### src/rtl/mem_stage.sv
// Memory-access stage of the RV32I pipeline: issues loads/stores on a
// req/ack data bus, aligns load data, and drives the MEM/WB registers.
module mem_stage #(
    parameter int XLEN        = 32,
    parameter int ACK_TIMEOUT = 255
) (
    input  logic            clk,
    input  logic            rst,
    input  logic [XLEN-1:0] pc_mem,
    input  logic [XLEN-1:0] alu_mem,
    input  logic [XLEN-1:0] rs2_mem,
    input  logic [XLEN-1:0] instr_mem,
    input  logic [4:0]      rd_addr_mem,
    output logic [XLEN-1:0] forward_mem,
    output logic            dmem_req,
    output logic            dmem_we,
    output logic [XLEN-1:0] dmem_addr,
    output logic [3:0]      dmem_be,
    output logic [XLEN-1:0] dmem_wdata,
    input  logic            dmem_ack,
    input  logic [XLEN-1:0] dmem_rdata,
    output logic            stall_mem,
    output logic [XLEN-1:0] pc_wb,
    output logic [XLEN-1:0] instr_wb,
    output logic [XLEN-1:0] wb_data_wb,
    output logic [4:0]      rd_addr_wb,
    output logic            valid_wb,
    output logic            misalign_exc,
    output logic            bus_err
);

    localparam int CW = $clog2(ACK_TIMEOUT + 1);
    localparam logic [CW-1:0] CNT_LAST = CW'(ACK_TIMEOUT - 1);

    typedef enum logic {
        S_IDLE,
        S_WAIT
    } state_t;

    state_t          state_q, state_d;
    logic [CW-1:0]   cnt_q, cnt_d;

    logic [6:0]      opcode;
    logic [2:0]      funct3;
    logic [1:0]      lane;
    logic            is_load, is_store, is_bubble, mem_op;
    logic            f3_legal, aligned, access_ok, exc;
    logic            at_limit, abort;
    logic [7:0]      byte_sel;
    logic [15:0]     half_sel;
    logic [XLEN-1:0] load_val;

    assign opcode    = instr_mem[6:0];
    assign funct3    = instr_mem[14:12];
    assign lane      = alu_mem[1:0];
    assign is_load   = (opcode == 7'b0000011);
    assign is_store  = (opcode == 7'b0100011);
    assign is_bubble = (instr_mem == '0);
    assign mem_op    = is_load | is_store;

    assign forward_mem = alu_mem;
    assign dmem_addr   = {alu_mem[XLEN-1:2], 2'b00};

    // Legality of funct3 and address alignment for the decoded access size
    always_comb begin
        f3_legal = 1'b0;
        aligned  = 1'b0;
        if (is_load)
            f3_legal = (funct3 != 3'b011) && (funct3 != 3'b110) && (funct3 != 3'b111);
        else
            f3_legal = (funct3 < 3'b011);
        case (funct3[1:0])
            2'b00:   aligned = 1'b1;
            2'b01:   aligned = ~lane[0];
            2'b10:   aligned = (lane == 2'b00);
            default: aligned = 1'b0;
        endcase
    end

    assign access_ok = mem_op & f3_legal & aligned;
    assign exc       = mem_op & ~access_ok;

    // Bus handshake: EXE/MEM is held stable during WAIT, so req is simply
    // the legal-access decode. In IDLE cnt is 0, so a timeout of 1 aborts
    // in the very first request cycle.
    assign at_limit  = (state_q == S_WAIT) ? (cnt_q == CNT_LAST) : (ACK_TIMEOUT == 1);
    assign dmem_req  = ~rst & access_ok;
    assign dmem_we   = dmem_req & is_store;
    assign abort     = dmem_req & ~dmem_ack & at_limit;
    assign stall_mem = dmem_req & ~dmem_ack & ~abort;

    // Byte enables and lane-replicated store data
    always_comb begin
        dmem_be    = 4'b1111;
        dmem_wdata = rs2_mem;
        case (funct3[1:0])
            2'b00: begin
                dmem_be    = 4'b0001 << lane;
                dmem_wdata = {(XLEN/8){rs2_mem[7:0]}};
            end
            2'b01: begin
                dmem_be    = lane[1] ? 4'b1100 : 4'b0011;
                dmem_wdata = {(XLEN/16){rs2_mem[15:0]}};
            end
            default: begin
                dmem_be    = 4'b1111;
                dmem_wdata = rs2_mem;
            end
        endcase
    end

    assign byte_sel = dmem_rdata[{lane, 3'b000} +: 8];
    assign half_sel = dmem_rdata[{lane[1], 4'b0000} +: 16];

    // Load data extraction with sign/zero extension
    always_comb begin
        load_val = dmem_rdata;
        case (funct3)
            3'b000:  load_val = {{(XLEN-8){byte_sel[7]}}, byte_sel};
            3'b100:  load_val = {{(XLEN-8){1'b0}}, byte_sel};
            3'b001:  load_val = {{(XLEN-16){half_sel[15]}}, half_sel};
            3'b101:  load_val = {{(XLEN-16){1'b0}}, half_sel};
            default: load_val = dmem_rdata;
        endcase
    end

    // Next-state: stay in WAIT counting cycles until ack or abort
    always_comb begin
        state_d = S_IDLE;
        cnt_d   = '0;
        if (dmem_req && !dmem_ack && !abort) begin
            state_d = S_WAIT;
            cnt_d   = cnt_q + 1'b1;
        end
    end

    // State and wait-counter register
    always_ff @(posedge clk) begin
        if (rst) begin
            state_q <= S_IDLE;
            cnt_q   <= '0;
        end else begin
            state_q <= state_d;
            cnt_q   <= cnt_d;
        end
    end

    // MEM/WB registers and exception pulses
    always_ff @(posedge clk) begin
        if (rst) begin
            pc_wb        <= '0;
            instr_wb     <= '0;
            wb_data_wb   <= '0;
            rd_addr_wb   <= '0;
            valid_wb     <= 1'b0;
            misalign_exc <= 1'b0;
            bus_err      <= 1'b0;
        end else begin
            misalign_exc <= exc;
            bus_err      <= abort;
            if (stall_mem || exc || abort || is_bubble) begin
                pc_wb      <= '0;
                instr_wb   <= '0;
                wb_data_wb <= '0;
                rd_addr_wb <= '0;
                valid_wb   <= 1'b0;
            end else begin
                pc_wb      <= pc_mem;
                instr_wb   <= instr_mem;
                wb_data_wb <= is_load ? load_val : alu_mem;
                rd_addr_wb <= is_store ? 5'd0 : rd_addr_mem;
                valid_wb   <= 1'b1;
            end
        end
    end

endmodule

### config.mk
export PLATFORM = sky130hd
export DESIGN_NAME = mem_stage
export DESIGN_NICKNAME = d
export VERILOG_FILES = /design/src/rtl/mem_stage.sv
export SDC_FILE = /design/constraint.sdc
export NUM_CORES = 1
export LEC_CHECK = 0
export ABC_AREA = 1
export ABC_CLOCK_PERIOD_IN_PS = 1600
export BUFFER_PORTS_ARGS = -buffer_cell sky130_fd_sc_hd__buf_4
export CAP_MARGIN = 20
export CORE_AREA = 2 2 147 149
export CTS_CLUSTER_DIAMETER = 30
export DETAILED_ROUTE_END_ITERATION = 8
export DIE_AREA = 0 0 149 151
export PLACE_DENSITY = 0.53
export SLEW_MARGIN = 40
export SYNTH_ARGS = -nofsm -noshare
export SYNTH_HDL_FRONTEND = slang
export SYNTH_SLANG_ARGS = --single-unit
### constraint.sdc
create_clock -name clk -period 1.6 [get_ports clk]
set_input_delay 0.24 -clock clk [delete_from_list [all_inputs] [get_ports clk]]
set_output_delay 0.24 -clock clk [all_outputs]
set_load 0.005 [all_outputs]
==> results_dict.tcl <==
set metrics [dict create \
    final_nets 1241 \
    synth_area_leaders "dfxtp_1 43%, nor2_1 11%, buf_4 10%, nand2_1 7.5%, inv_1 6.7%" \
    startpoint_type "flop" \
    num_vias 5527 \
    end_kind "output port" \
    fmax_mhz 565.8 \
    grt_max_degree 37 \
    crit_cells 7 \
    place_area_um2 8119 \
    grtUsageTotal_pct 17.48 \
    yosysTopAreaCellShare_pct 43.17 \
    worst_path_largest_cell_delay_ns 0.33 \
    slew_viol_final 0 \
    start_util_pct 25.17 \
    htreeDepth 4 \
    required_ns 1.36 \
    synth_flop_cell "dfxtp_1" \
    cp_num_buf_inv 3 \
    crit_path_start "cnt_q[2]" \
    crit_end "stall_mem" \
    synthCells 729 \
    path_delay_family "simple AND/OR/NAND/NOR gates" \
    final.setup.worst_slack_ns -0.1673 \
    numCtsBuffers 17 \
    die-area_um2 22500 \
    drt_first_pass_iters 4 \
    p_sw_share_pct 25.63 \
    final_area_um2 8786 \
    crit_type "flop to output port" \
    avgSynthCellArea_um2 7.188 \
    r2r_slack_ns 0.29 \
    yosysTopAreaCell "dfxtp_1" \
    syn2layout_area_growth_pct 67.67 \
    seqPwrFrac_pct 36.5 \
    drcViolationCount 0 \
    final_common_cell "buf_4" \
    clkPwrFrac_pct 46.3 \
    io_pins 375 \
    via_per_inst 4.067 \
    path_common_cell "inv_2" \
    r2r-start "cnt_q[2]" \
    hpwl_um 16410 \
    critPathArrivalTime_ns 1.53 \
    wl_per_cell_um 14.93 \
    row_count 53 \
    core_area_um2 20820 \
    cts_tree "yes" \
    synth_async_sr_flop_share_pct 0 \
    slowest_stage "dfxtp_2" \
    overflow 0 \
    drt_iter0_drc 195 \
    p_leak_nw 4.679 \
    ys_types 33 \
    fin_crit_sh_pct 110.5 \
    status "finished, violations left" \
    clock_latency_ns 0.40 \
    layout_min_cycle_time_ns 1.767 \
    synth_edf_count 0 \
    cts_sinks 113 \
    final_cell_mix "419 x buf_4, 149 x nor2_1, 109 x dfxtp_1" \
    pwr_density_cell_nw_per_um2 934.2 \
    min_path_type "primary input to flop" \
    seq_area_frac_synth_pct 43.17 \
    grt_pass1_wl_um 29570 \
    rsz0062_at_grt "yes" \
    reg2regPathDepth 6 \
    numPortBuffers 372 \
    postCtsHoldBufs 0 \
    n_antenna_cell 0 \
    p_total_w 0.008208 \
    root_buffer "clkbuf_16" \
    wl_um 20290 \
    ys_ff_latch 113 \
    die_x_um 149 \
    final_layout_size_suffix_gt1_share_pct 44.74 \
    place.gp.congestion 0.8050 \
    maxCapViolCount 0 \
    cts_buffer_depth 2 \
    clk_pin_slew_ns 0.06 \
    synthesis.area_um2 5240 \
    drtAntennaViolNets 0 \
    fin_skew_ns 0.002337 \
    irDropWorstVdd_mv 0.6116 \
    p_int_w 0.006105 \
    yosys_warnings 0 \
    worstPathMaxFanout 2 \
    grt_pass1_vias 5344 \
    combPwrFrac_pct 17.1 \
    violations "negative setup slack" \
    r2r-end "bus_err" \
    antenna_found_initial 0 \
    die_y_um 151 \
    worstPathCellList "inv_2 -> nor3_4 -> and3_1 -> nand3_2 -> nand2_4 -> inv_2 -> buf_6" \
    hold_viol 0 \
    p_switching_w 0.002103 \
    finalSetupViolCount 1 \
]
==> cell type report <==
type | instances | area, um^2
Clock buffer | 17 | 425.4
Tap cell | 275 | 344.1
Inverter | 100 | 375.4
Fill cell | 2240 | 12040
Multi-Input combinational cell | 414 | 1943
Timing Repair Buffer | 425 | 3257
Clock inverter | 15 | 173.9
Sequential cell | 113 | 2267
==> synth_stat cells, types with 2 or more instances <==
master and instances:
ha_1 2, buf_1 2, nor2_1 150, buf_2 14, buf_6 4, xor2_1 5, buf_4 72, nor2_2 3
inv_1 93, o22ai_1 6, a21oi_1 25, nand2_2 2, o21ai_0 33, nand2_1 105, inv_2 7, o21bai_1 5
clkbuf_1 11, dfxtp_1 113, nand3_1 35, o21ai_1 8, a21boi_0 8, o211ai_1 15
==> sequential cells by signal, indices dropped and copies added (netlist names) <==
name and cells:
bus_err 1, cnt_q 8, instr_wb 32, misalign_exc 1
pc_wb 32, rd_addr_wb 5, state_q 1, valid_wb 1
wb_data_wb 32
==> worst register-to-register path: stages, from the launching register on <==
cell	delay, ns
dfxtp_2	0.33
inv_2	0.05
nor3_4	0.19
and3_1	0.19
nand3_2	0.12
buf_4	0.16
nor2_1	0.18
==> cells by family (layout without fill, tap and decap cells) <==
kind of cell	count (synthesis)	count (layout)	share of synthesized area, %
XOR/XNOR	6	6	1.003
buffers and inverters	203	557	20.61
other	1	2	0.07156
AO/OA/AOI/OAI	103	103	11.58
multiplexers	1	1	0.1910
adder cells (fa/ha/maj)	2	2	0.4775
flip-flops	113	113	43.17
AND/OR/NAND/NOR	300	300	22.90
==> power groups by stage <==
stage	logic (W)	registers (W)	clock network (W)
2_1_floorplan	0.000519	0.00308	0
3_3_place_gp	0.00142	0.00306	0
3_5_place_dp	0.00142	0.00306	0
4_1_cts	0.00143	0.00300	0.00393
5_1_grt	0.00154	0.00301	0.00406
6_report	0.00141	0.00300	0.00380
==> repair_timing <==
item	CTS	global route
setup buffers	3	0
cloned	0	0
resized for setup	12	6
pin swaps	3	1
setup endpoints to repair	1	4
==> how the worst min path moves through the flow <==
stage | from | end | cells past startpoint
final | pc_mem[0] | pc_wb[0] | 3
after global routing | pc_mem[2] | pc_wb[2] | 3
after global placement | cnt_q[0] | cnt_q[0] | 1
after detailed placement | cnt_q[0] | cnt_q[0] | 1
after CTS | pc_mem[12] | pc_wb[12] | 3
after floorplan | instr_mem[0] | instr_wb[0] | 2
==> layer usage <==
layer | GRT usage [%] | part of all wire, % | vias to the layer above
li1 | - | - | 2862
met1 | 20.78 | 42 | 2419
met2 | 30.28 | 49 | 230
met3 | 5.060 | 7.7 | 16
met4 | 5.810 | 1.4 | 0
met5 | 0 | 0 | -
==> stage by stage <==
step	hold WS [ns]	utilization, %	TNS [ns]	setup slack (ns)	instances
after CTS	0.01977	42.10	-0.1997	-0.1997	1359
after floorplan	0.3522	-	0	0.1986	730
final	0.04184	42.19	-0.1673	-0.1673	1359
after global placement	0.4453	38.99	-6.916	-0.1305	1324
after global routing	0.02565	42.19	-0.2616	-0.2616	1359
after detailed placement	0.4547	38.99	-9.376	-0.1530	1324
No activity file was read; power rests on OpenSTA's default activity.
